## config.mk

```make
export PLATFORM = sky130hd
export DESIGN_NAME = apb4_plic_param_flat
export DESIGN_NICKNAME = d
export VERILOG_FILES = /design/src/rtl/apb4_plic_param_if.sv /design/src/rtl/apb4_plic_param.sv /design/src/flat_wrapper.sv
export SDC_FILE = /design/constraint.sdc
export NUM_CORES = 1
export LEC_CHECK = 0
export CAP_MARGIN = 0
export CORE_UTILIZATION = 40
export CTS_BUF_LIST = sky130_fd_sc_hd__clkbuf_8
export DETAILED_ROUTE_END_ITERATION = 8
export PLACE_DENSITY = 0.61
export SLEW_MARGIN = 20
export SYNTH_ARGS = -nofsm -noshare
export SYNTH_HDL_FRONTEND = slang
export SYNTH_SLANG_ARGS = --single-unit
```

## constraint.sdc

```tcl
create_clock -name pclk -period 45.9 [get_ports pclk]
set_input_delay 4.59 -clock pclk [delete_from_list [all_inputs] [get_ports pclk]]
set_output_delay 4.59 -clock pclk [all_outputs]
set_load 0.01 [all_outputs]
```

## src/rtl/apb4_plic_param_if.sv

```systemverilog
// APB4 bus bundle between a requester and the PLIC register file.
interface apb4_plic_param_if;
  logic [11:0] paddr;
  logic        psel;
  logic        penable;
  logic        pwrite;
  logic [31:0] pwdata;
  logic [31:0] prdata;
  logic        pready;
  logic        pslverr;

  modport master (
    output paddr, psel, penable, pwrite, pwdata,
    input  prdata, pready, pslverr
  );

  modport slave (
    input  paddr, psel, penable, pwrite, pwdata,
    output prdata, pready, pslverr
  );
endinterface

```

## src/rtl/apb4_plic_param.sv

```systemverilog
// APB4 platform-level interrupt controller with per-target claim/complete.
// Define PLIC_EDGE_TRIG_EN to add per-source rising-edge gateways selected by TRIG.
module apb4_plic_param #(
  parameter int SRC_NUM    = 32,
  parameter int PRIO_WIDTH = 3,
  parameter int TGT_NUM    = 2
) (
  input  logic               pclk,
  input  logic               prst,
  apb4_plic_param_if.slave   apb,
  input  logic [SRC_NUM-1:0] irq_i,
  output logic [TGT_NUM-1:0] ext_irq_o
);
  localparam int ID_W = $clog2(SRC_NUM);
  localparam logic [SRC_NUM-1:0] SRC_MASK = ~SRC_NUM'(1);

  logic                  access, rd, wr;
  logic [9:0]            word;
  logic [4:0]            src_idx;
  logic [2:0]            tgt_idx;
  logic                  prio_rgn, tgt_rgn, tgt_ok;
  logic                  sel_prio, sel_ip, sel_trig, sel_ie, sel_thold, sel_claim, mapped;
  logic [31:0]           rdata;

  logic [PRIO_WIDTH-1:0] prio [SRC_NUM];
  logic [SRC_NUM-1:0]    ie [TGT_NUM];
  logic [PRIO_WIDTH-1:0] thold [TGT_NUM];
  logic [SRC_NUM-1:0]    ip, busy;
  logic [SRC_NUM-1:0]    set_vec, claim_vec, complete_vec, ie_sel, trig_rd;
  logic [ID_W-1:0]       best [TGT_NUM];
  logic [ID_W-1:0]       claim_id;
  logic                  unused_addr_bits;

  assign access  = apb.psel & apb.penable;
  assign rd      = access & ~apb.pwrite;
  assign wr      = access & apb.pwrite;
  assign word    = apb.paddr[11:2];
  assign src_idx = word[4:0];
  assign tgt_idx = word[4:2];
  assign unused_addr_bits = ^apb.paddr[1:0];

  assign prio_rgn  = (word[9:5] == 5'd0);
  assign tgt_rgn   = (word[9:5] == 5'd2);
  assign tgt_ok    = tgt_rgn && (int'(tgt_idx) < TGT_NUM);
  assign sel_prio  = prio_rgn && (int'(src_idx) < SRC_NUM);
  assign sel_ip    = (word == 10'h020);
  assign sel_trig  = (word == 10'h021);
  assign sel_ie    = tgt_ok && (word[1:0] == 2'd0);
  assign sel_thold = tgt_ok && (word[1:0] == 2'd1);
  assign sel_claim = tgt_ok && (word[1:0] == 2'd2);
  assign mapped    = sel_prio | sel_ip | sel_trig | sel_ie | sel_thold | sel_claim;

  assign apb.pready  = 1'b1;
  assign apb.pslverr = access && !mapped && !prst;
  assign apb.prdata  = (rd && !prst) ? rdata : 32'd0;

  // Highest priority wins; strict compare keeps the lowest ID on ties and
  // doubles as the PRIO>0 / PRIO>THOLD qualification.
  always_comb begin
    logic [PRIO_WIDTH-1:0] bp;
    for (int t = 0; t < TGT_NUM; t++) begin
      best[t] = '0;
      bp      = thold[t];
      for (int i = 1; i < SRC_NUM; i++) begin
        if (ip[i] && ie[t][i] && (prio[i] > bp)) begin
          best[t] = ID_W'(i);
          bp      = prio[i];
        end
      end
    end
  end

  always_comb begin
    claim_id     = '0;
    ie_sel       = '0;
    claim_vec    = '0;
    complete_vec = '0;
    for (int t = 0; t < TGT_NUM; t++) begin
      if (tgt_idx == 3'(t)) begin
        claim_id = best[t];
        ie_sel   = ie[t];
      end
    end
    for (int i = 1; i < SRC_NUM; i++) begin
      claim_vec[i]    = rd && sel_claim && (claim_id == ID_W'(i));
      complete_vec[i] = wr && sel_claim && (apb.pwdata == 32'(i)) && ie_sel[i];
    end
  end

  always_comb begin
    rdata = '0;
    if (sel_prio) begin
      for (int i = 1; i < SRC_NUM; i++)
        if (src_idx == 5'(i)) rdata = 32'(prio[i]);
    end
    if (sel_ip)   rdata = 32'(ip);
    if (sel_trig) rdata = 32'(trig_rd);
    for (int t = 0; t < TGT_NUM; t++) begin
      if (tgt_idx == 3'(t)) begin
        if (sel_ie)    rdata = 32'(ie[t]);
        if (sel_thold) rdata = 32'(thold[t]);
        if (sel_claim) rdata = 32'(best[t]);
      end
    end
  end

`ifdef PLIC_EDGE_TRIG_EN
  logic [SRC_NUM-1:0] trig_mode, irq_q;

  always_ff @(posedge pclk or posedge prst) begin
    if (prst) begin
      trig_mode <= '0;
      irq_q     <= '0;
    end else begin
      irq_q <= irq_i;
      if (wr && sel_trig) trig_mode <= apb.pwdata[SRC_NUM-1:0] & SRC_MASK;
    end
  end

  assign trig_rd = trig_mode;
  assign set_vec = ((trig_mode & irq_i & ~irq_q) | (~trig_mode & irq_i)) & ~busy & SRC_MASK;
`else
  assign trig_rd = '0;
  assign set_vec = irq_i & ~busy & SRC_MASK;
`endif

  // A claim clear overrides a same-edge set; busy alone gates new sets.
  always_ff @(posedge pclk or posedge prst) begin
    if (prst) begin
      ip        <= '0;
      busy      <= '0;
      ext_irq_o <= '0;
      for (int i = 0; i < SRC_NUM; i++) prio[i] <= '0;
      for (int t = 0; t < TGT_NUM; t++) begin
        ie[t]    <= '0;
        thold[t] <= '0;
      end
    end else begin
      ip   <= (ip | set_vec) & ~claim_vec;
      busy <= (busy | claim_vec) & ~complete_vec;
      for (int i = 1; i < SRC_NUM; i++)
        if (wr && sel_prio && (src_idx == 5'(i))) prio[i] <= apb.pwdata[PRIO_WIDTH-1:0];
      for (int t = 0; t < TGT_NUM; t++) begin
        if (wr && sel_ie && (tgt_idx == 3'(t)))    ie[t]    <= apb.pwdata[SRC_NUM-1:0] & SRC_MASK;
        if (wr && sel_thold && (tgt_idx == 3'(t))) thold[t] <= apb.pwdata[PRIO_WIDTH-1:0];
        ext_irq_o[t] <= |best[t];
      end
    end
  end
endmodule

```

## src/flat_wrapper.sv

```systemverilog
// flat-port wrapper written by rule: the top's interface ports become plain ports
module apb4_plic_param_flat 
#(
  parameter int SRC_NUM    = 32,
  parameter int PRIO_WIDTH = 3,
  parameter int TGT_NUM    = 2
)
  (pclk, prst, irq_i, ext_irq_o, apb_paddr, apb_psel, apb_penable, apb_pwrite, apb_pwdata, apb_prdata, apb_pready, apb_pslverr);
  apb4_plic_param_if apb_i ();
  input  logic pclk;
  input  logic prst;
  input  logic [SRC_NUM-1:0] irq_i;
  output logic [TGT_NUM-1:0] ext_irq_o;
  input wire logic [$bits(apb_i.paddr)-1:0] apb_paddr;
  input wire logic [$bits(apb_i.psel)-1:0] apb_psel;
  input wire logic [$bits(apb_i.penable)-1:0] apb_penable;
  input wire logic [$bits(apb_i.pwrite)-1:0] apb_pwrite;
  input wire logic [$bits(apb_i.pwdata)-1:0] apb_pwdata;
  output wire logic [$bits(apb_i.prdata)-1:0] apb_prdata;
  output wire logic [$bits(apb_i.pready)-1:0] apb_pready;
  output wire logic [$bits(apb_i.pslverr)-1:0] apb_pslverr;
  assign apb_i.paddr = apb_paddr;
  assign apb_i.psel = apb_psel;
  assign apb_i.penable = apb_penable;
  assign apb_i.pwrite = apb_pwrite;
  assign apb_i.pwdata = apb_pwdata;
  assign apb_prdata = apb_i.prdata;
  assign apb_pready = apb_i.pready;
  assign apb_pslverr = apb_i.pslverr;
  apb4_plic_param #(.SRC_NUM(SRC_NUM), .PRIO_WIDTH(PRIO_WIDTH), .TGT_NUM(TGT_NUM)) u_core (.pclk(pclk), .prst(prst), .apb(apb_i), .irq_i(irq_i), .ext_irq_o(ext_irq_o));
endmodule
```

Word-level counts from Yosys, hierarchy flattened:

Cells that the tools add are included.

* eq/ne operators: 99
* magnitude comparators: 63
* mux-type cells: 169
* reductions and logical operators: 271
* bitwise logic cells: 17

Operators by type and width (count)
* equality test 32 x 5 -> 1 bit (second input constant): 16
* two-way mux 32 bit: 14
* two-way mux 3 bit: 95
* logical AND 1 bit: 264
* equality test 32 x 4 -> 1 bit (second input constant): 8
* two-way mux 5 bit: 48
* > comparator 3 bit: 62
* equality test 5 bit (second input constant): 32
* equality test 32 x 3 -> 1 bit (second input constant): 4
* AND 32 bit: 3
* NOT 32 bit: 3
* equality test 5 x 4 -> 1 bit (second input constant): 16
* equality test 32 x 2 -> 1 bit (second input constant): 2
* bitwise OR 32 bit: 2
* equality test 5 x 3 -> 1 bit (second input constant): 8
* equality test 32 x 1 -> 1 bit (second input constant): 1
* two-way mux 4 bit: 8
* equality test 5 x 2 -> 1 bit (second input constant): 5
* equality test 10 x 6 -> 1 bit (second input constant): 2
* equality test 5 x 1 -> 1 bit (second input constant): 2
* OR reduction 5 bit: 2
* logical NOT 5 bit: 1
* bitwise OR 1 bit: 5
* two-way mux 2 bit: 2
* 10 further kinds: 14

* register bits: 227
* output and inout port bits: 36

Logic depth before layout (Yosys ltp):

* word-level depth: 100
* depth in mapped cells: 259
* depth with buffers taken out: 253

Worst setup path after synthesis:

No wires, ideal clock.

* path type: register to output
* start point: register u_core.thold[1] in the netlist's numbering
* end point: output apb_prdata[4]
* arrival time: 42.344 ns
* required time: 41.310 ns
* stages on the path, launching flop included: 236
* buffers on the path: 6
* path slack: -1.034 ns
* cells stage by stage: dfrtp_1 > inv_1 > ha_1 > nand3_1 > o2111a_2 > nand2_1 > o21ai_0 > ha_1 > nand2_1 > nor2_1 > a211oi_1 > nor2_1 > nor2_4 > inv_1 > a21oi_1 > inv_1 > ha_1 > nand2_1 > (+200 left out) > o21ai_0 > ha_1 > nor2b_1 > o21a_1 > o2111ai_1 > clkbuf_1 > mux2_2 > ha_1 > nor2b_1 > o21a_1 > o2111ai_1 > nand2_1 > nor3_1 > o211ai_1 > a211oi_1 > a31oi_1 > nor3_1 > nor4_1

* longest elaborated chain between the ends: 96
* elaborated cells between the ends (all ways): 111

Ends and longest elaborated chain
* start: declaration: RTL line apb4_plic_param.sv:27 `logic [PRIO_WIDTH-1:0] thold [TGT_NUM];`
* start signal: indexed assignment: RTL line apb4_plic_param.sv:145 `if (wr && sel_thold && (tgt_idx == 3'(t))) thold[t] <= apb.pwdata[PRIO_WIDTH-1:0];`
* > comparator 3 bit: RTL line apb4_plic_param.sv:65 `if (ip[i] && ie[t][i] && (prio[i] > bp)) begin`
* logical AND 1 bit: RTL line apb4_plic_param.sv:65
* two-way mux 3 bit *: RTL line apb4_plic_param.sv:65
* > comparator 3 bit: RTL line apb4_plic_param.sv:65
* logical AND 1 bit: RTL line apb4_plic_param.sv:65
* two-way mux 3 bit *: RTL line apb4_plic_param.sv:65
* > comparator 3 bit: RTL line apb4_plic_param.sv:65
* logical AND 1 bit: RTL line apb4_plic_param.sv:65
* (+80 left out)
* logical AND 1 bit: RTL line apb4_plic_param.sv:65
* two-way mux 3 bit: RTL line apb4_plic_param.sv:65
* > comparator 3 bit: RTL line apb4_plic_param.sv:65
* logical AND 1 bit: RTL line apb4_plic_param.sv:65
* two-way mux 5 bit *: RTL line apb4_plic_param.sv:65
* two-way mux 32 bit *: RTL line apb4_plic_param.sv:102 `if (sel_claim) rdata = 32'(best[t]);`
* two-way mux 32 bit *: RTL line apb4_plic_param.sv:99 `if (tgt_idx == 3'(t)) begin`
* two-way mux 32 bit *: RTL line apb4_plic_param.sv:55 `assign apb.prdata = (rd && !prst) ? rdata : 32'd0;`
* end: declaration: RTL line flat_wrapper.sv:19 `output wire logic [$bits(apb_i.prdata)-1:0] apb_prdata;`

Mark *: on every way between the ends. The rest lies on a longest branch, timed or not.

Worst setup path in the final report:

Same ends and word-level chain as after synthesis.

==> flow_results.xml <==
<?xml version="1.0" encoding="UTF-8"?>
<metrics>
  <group name="synthesis">
    <metric name="flip_flop_cell_with_the_highest_count_after_synthesis" unit="">dfrtp_1</metric>
    <metric name="post_synth_xor_area_fraction" unit="%">0.778</metric>
    <metric name="synth.largest_area_cell" unit="">dfrtp_1</metric>
    <metric name="syn_area_per_cell" unit="um^2">8.04</metric>
    <metric name="synthTopCellsByCount" unit="">nor2_1, nand2_1, a21oi_1</metric>
    <metric name="synth_top_area_share" unit="%">27.8</metric>
    <metric name="synth.most_common_cell" unit="">nor2_1</metric>
    <metric name="netlist_top_cells_area" unit="">dfrtp_1, mux2_2, ha_1</metric>
    <metric name="synth_top_family_by_area" unit="">compound AO/OA/AOI/OAI gates</metric>
    <metric name="synthArstFlopShare" unit="%">100</metric>
    <metric name="synth-compound-area-share" unit="%">25.6</metric>
    <metric name="share_of_synthesized_cell_area_in_full_adder_half_adder_and_majority_cells" unit="%">7.84</metric>
    <metric name="synth_enable_flop_cells" unit="">0</metric>
    <metric name="synthDistinctLibCells" unit="">119</metric>
    <metric name="synth.yosys.warnings" unit="">0</metric>
    <metric name="cell_area_after_technology_mapping" unit="um^2">20300</metric>
    <metric name="synth.mux.area_fraction" unit="%">11.7</metric>
    <metric name="ys_seq_elements" unit="">225</metric>
    <metric name="synth_sequential_area_ratio" unit="%">27.8</metric>
    <metric name="synth_simple_gate_area_share" unit="%">20.8</metric>
    <metric name="synth_fp_nets" unit="">2703</metric>
    <metric name="post_syn_instances" unit="">2520</metric>
  </group>
  <group name="floorplan">
    <metric name="core_area" unit="um^2">50100</metric>
    <metric name="core.rowCount" unit="">82</metric>
    <metric name="die_w" unit="um">227</metric>
    <metric name="die_area" unit="um^2">51500</metric>
    <metric name="die-height" unit="um">227</metric>
    <metric name="starting_utilization_of_the_core_area" unit="%">40.5</metric>
    <metric name="floorplan.io_pins" unit="">117</metric>
  </group>
  <group name="clock_tree">
    <metric name="maximum_clock_path_buffer_count" unit="">3</metric>
    <metric name="tritoncts_clock_tree" unit="">built</metric>
    <metric name="cts_hold_buf" unit="">0</metric>
    <metric name="cts_root_buffer" unit="">clkbuf_8</metric>
    <metric name="clock_tree.htree_level_count" unit="">2</metric>
    <metric name="path_clk_slew" unit="ps">60</metric>
    <metric name="total_cts_buffers" unit="">41</metric>
    <metric name="cts_sinks" unit="">225</metric>
    <metric name="clkLatencyLatePin" unit="ps">630</metric>
  </group>
  <group name="routing">
    <metric name="routed_wire_length_per_instance" unit="um">23.0</metric>
    <metric name="drt_iter0_markers" unit="">2171</metric>
    <metric name="detailroute.via_count" unit="">22708</metric>
    <metric name="postRouteWirelength" unit="um">85600</metric>
    <metric name="route.detailed.drc" unit="">0</metric>
    <metric name="drt-pass1-iter-count" unit="">8</metric>
    <metric name="post_drt_via_cell_ratio" unit="">6.09</metric>
    <metric name="ant_nets" unit="">0</metric>
  </group>
  <group name="global_route">
    <metric name="antenna_found_initial" unit="">1</metric>
    <metric name="busiest_layer" unit="">met2</metric>
    <metric name="grt_max_degree" unit="">93</metric>
    <metric name="globalRouteTotalUtil" unit="%">32.0</metric>
    <metric name="vias_in_the_first_global_route" unit="">21513</metric>
    <metric name="groute.layer.met3.usage" unit="%">5.47</metric>
    <metric name="met1_usage" unit="%">40.5</metric>
    <metric name="gr-usage-met2" unit="%">52.3</metric>
    <metric name="grt_ovf" unit="">0</metric>
    <metric name="grt_pass1_wl" unit="um">126000</metric>
  </group>
  <group name="pwr">
    <metric name="power.sequential.fraction" unit="%">44.1</metric>
    <metric name="power.net_switching" unit="uW">121</metric>
    <metric name="power.combinational.fraction" unit="%">8.5</metric>
    <metric name="power-per-cell-area" unit="nW/um^2">16.4</metric>
    <metric name="leakagePower" unit="nW">11.9</metric>
    <metric name="max-vdd-ir-drop" unit="uV">22.2</metric>
    <metric name="swShare" unit="%">26.6</metric>
    <metric name="p_int" unit="uW">333</metric>
    <metric name="power.share.clock" unit="%">47.4</metric>
  </group>
  <group name="worst_setup_path">
    <metric name="critical_path_peak_fanout" unit="">7</metric>
    <metric name="timing.setup.critical_path_class" unit="">register to output pin</metric>
    <metric name="required" unit="ps">41310</metric>
    <metric name="crit_path_max_incr_delay" unit="ps">430</metric>
    <metric name="critical_path.endpoint_type" unit="">output pin</metric>
    <metric name="worst-endpoint-arrival" unit="ps">41610</metric>
    <metric name="critical_path.slowest_cell" unit="">a311oi_2</metric>
    <metric name="worst_path_most_repeated_cell" unit="">ha_4</metric>
    <metric name="startpoint_type" unit="">register</metric>
  </group>
  <group name="timing">
    <metric name="max_freq" unit="GHz">0.0216</metric>
    <metric name="fin_crit_sh" unit="%">101</metric>
    <metric name="worst_pin_slew" unit="ps">1150</metric>
    <metric name="maxSlewViolCount" unit="">0</metric>
    <metric name="finalWorstSetupSlack" unit="ps">-302</metric>
    <metric name="hold_ws" unit="ps">493</metric>
    <metric name="timing.slew.headroom" unit="%">22.8</metric>
    <metric name="finalSetupViolCount" unit="">3</metric>
    <metric name="final_period_minus_worst_setup_slack" unit="ps">46200</metric>
    <metric name="final_hold_viol_count" unit="">0</metric>
    <metric name="finalClockSkew" unit="ps">25.6</metric>
    <metric name="unrepaired_setup_endpoints_after_global_routing" unit="">yes</metric>
  </group>
  <group name="layout">
    <metric name="finalInstanceArea" unit="um^2">27700</metric>
    <metric name="synthToLayoutAreaGrowth" unit="%">36.8</metric>
    <metric name="multi_input_comb_area" unit="um^2">15200</metric>
    <metric name="diodes" unit="">0</metric>
    <metric name="layout.area.seq" unit="um^2">5630</metric>
    <metric name="nNetsFinal" unit="">3204</metric>
    <metric name="postLayoutCoreUtil" unit="%">55.3</metric>
    <metric name="fillerInstances" unit="">4574</metric>
    <metric name="final_layout_size_suffix_gt1_share" unit="%">33.3</metric>
  </group>
  <group name="place">
    <metric name="port_buffers" unit="">112</metric>
    <metric name="dpl_cell_area" unit="um^2">24300</metric>
    <metric name="dp.final_hpwl" unit="um">61600</metric>
    <metric name="gp_congestion" unit="">0.962</metric>
    <metric name="pre_cts_ws" unit="ps">-2630</metric>
  </group>
  <group name="flow_run">
    <metric name="max-cap-violations" unit="">0</metric>
  </group>
  <group name="run_status">
    <metric name="status" unit="">finished, violations left</metric>
    <metric name="failed_checks" unit="">setup timing</metric>
  </group>
  <group name="worst_hold_path">
    <metric name="min-delay-path-class" unit="">register to register</metric>
  </group>
</metrics>
cell usage in the layout (no fill, tap or decap), types with 20 or more instances in the layout:
cell | Yosys | routed
a21oi_1 | 232 | 208
a21oi_2 | 2 | 22
a22oi_1 | 20 | 20
a31oi_1 | 51 | 38
and3_1 | 33 | 30
buf_4 | 3 | 436
clkbuf_8 | 0 | 53
clkdlybuf4s50_1 | 0 | 105
dfrtp_1 | 225 | 225
ha_1 | 102 | 54
ha_4 | 0 | 37
inv_1 | 163 | 152
maj3_1 | 30 | 30
mux2_2 | 177 | 151
mux2_4 | 5 | 31
mux2i_1 | 26 | 24
nand2_1 | 274 | 251
nand2b_1 | 24 | 24
nand3_1 | 90 | 86
nand4_1 | 22 | 22
nor2_1 | 277 | 246
nor3_1 | 51 | 45
o211ai_1 | 21 | 21
o21ai_0 | 133 | 104
o21ai_2 | 3 | 21
kinds of logic after synthesis:
logic type | Yosys count
buf+inv | 265
flops | 225
mux | 210
compound gates | 768
fa+ha+maj | 133
simple gates | 900
xor+xnor | 18
other cells | 1
area by class of cell:
cell class | instances | area share [%]
clock inverter | 23 | 0.637
sequential | 225 | 20.3
timing repair buffer | 559 | 16.2
clock buffer | 53 | 2.63
multi-input combinational | 2030 | 54.9
inverter | 164 | 2.29
tap | 672 | 3.04
metrics by stage:
stage	total power, mW	instances	setup TNS (ps)
2_1_floorplan	0.220	2520	0
3_3_place_gp	0.239	3524	-7170
3_5_place_dp	0.239	3524	-11310
4_1_cts	0.454	3665	-5430
5_1_grt	0.466	3726	-10650
6_report	0.454	3726	-474
worst max-delay path, delay by kind of cell (launching register included):
kind / cells / cell delay, ps
fa+ha+maj: 34 / 8040
simple gates: 67 / 7650
flops: 1 / 400
buf+inv: 41 / 4170
compound gates: 87 / 14810
mux: 20 / 5790
worst paths after layout:
path,endpoint,start,cells past startpoint,slack [ps]
worst max-delay path,apb_prdata[4],u_core.thold[1],249,-300
worst min-delay path,u_core.busy[8],u_core.busy[8],1,490
worst max register to register,u_core.ip[12],u_core.thold[1],252,3710
worst min register to register,u_core.busy[8],u_core.busy[8],1,490
max in group asynchronous,u_core.ie[10],prst,3,39920
min in group asynchronous,u_core.prio[91],prst,2,4530
routing by layer:
layer / routed length, um / vias up
met4: 4500 / 2
met5: 5 / -
met2: 40000 / 1060
li1: - / 10322
met3: 6510 / 226
met1: 34600 / 11098
registers in the layout, indices dropped and copies added, names as in the netlist:
name,count
u_core.ip,31
u_core.ie,62
u_core.ext_irq_o,2
u_core.thold,6
u_core.prio,93
u_core.busy,31
repair_timing:
| item | in CTS | in global routing |
|---|---|---|
| buffers inserted | 65 | 65 |
| gates resized for setup | 87 | 265 |
| setup endpoints to repair | 5 | 67 |
| pin swaps | 48 | 138 |
power by group through the flow:
stage / clock network [mW] / logic [mW] / registers [mW]
floorplan: 0 / 0.0169 / 0.203
CTS: 0.218 / 0.0363 / 0.200
finish: 0.215 / 0.0387 / 0.200
detailed placement: 0 / 0.0357 / 0.203
global placement: 0 / 0.0351 / 0.203
global route: 0.226 / 0.0409 / 0.200
No activity file was read; power rests on OpenSTA's default activity.
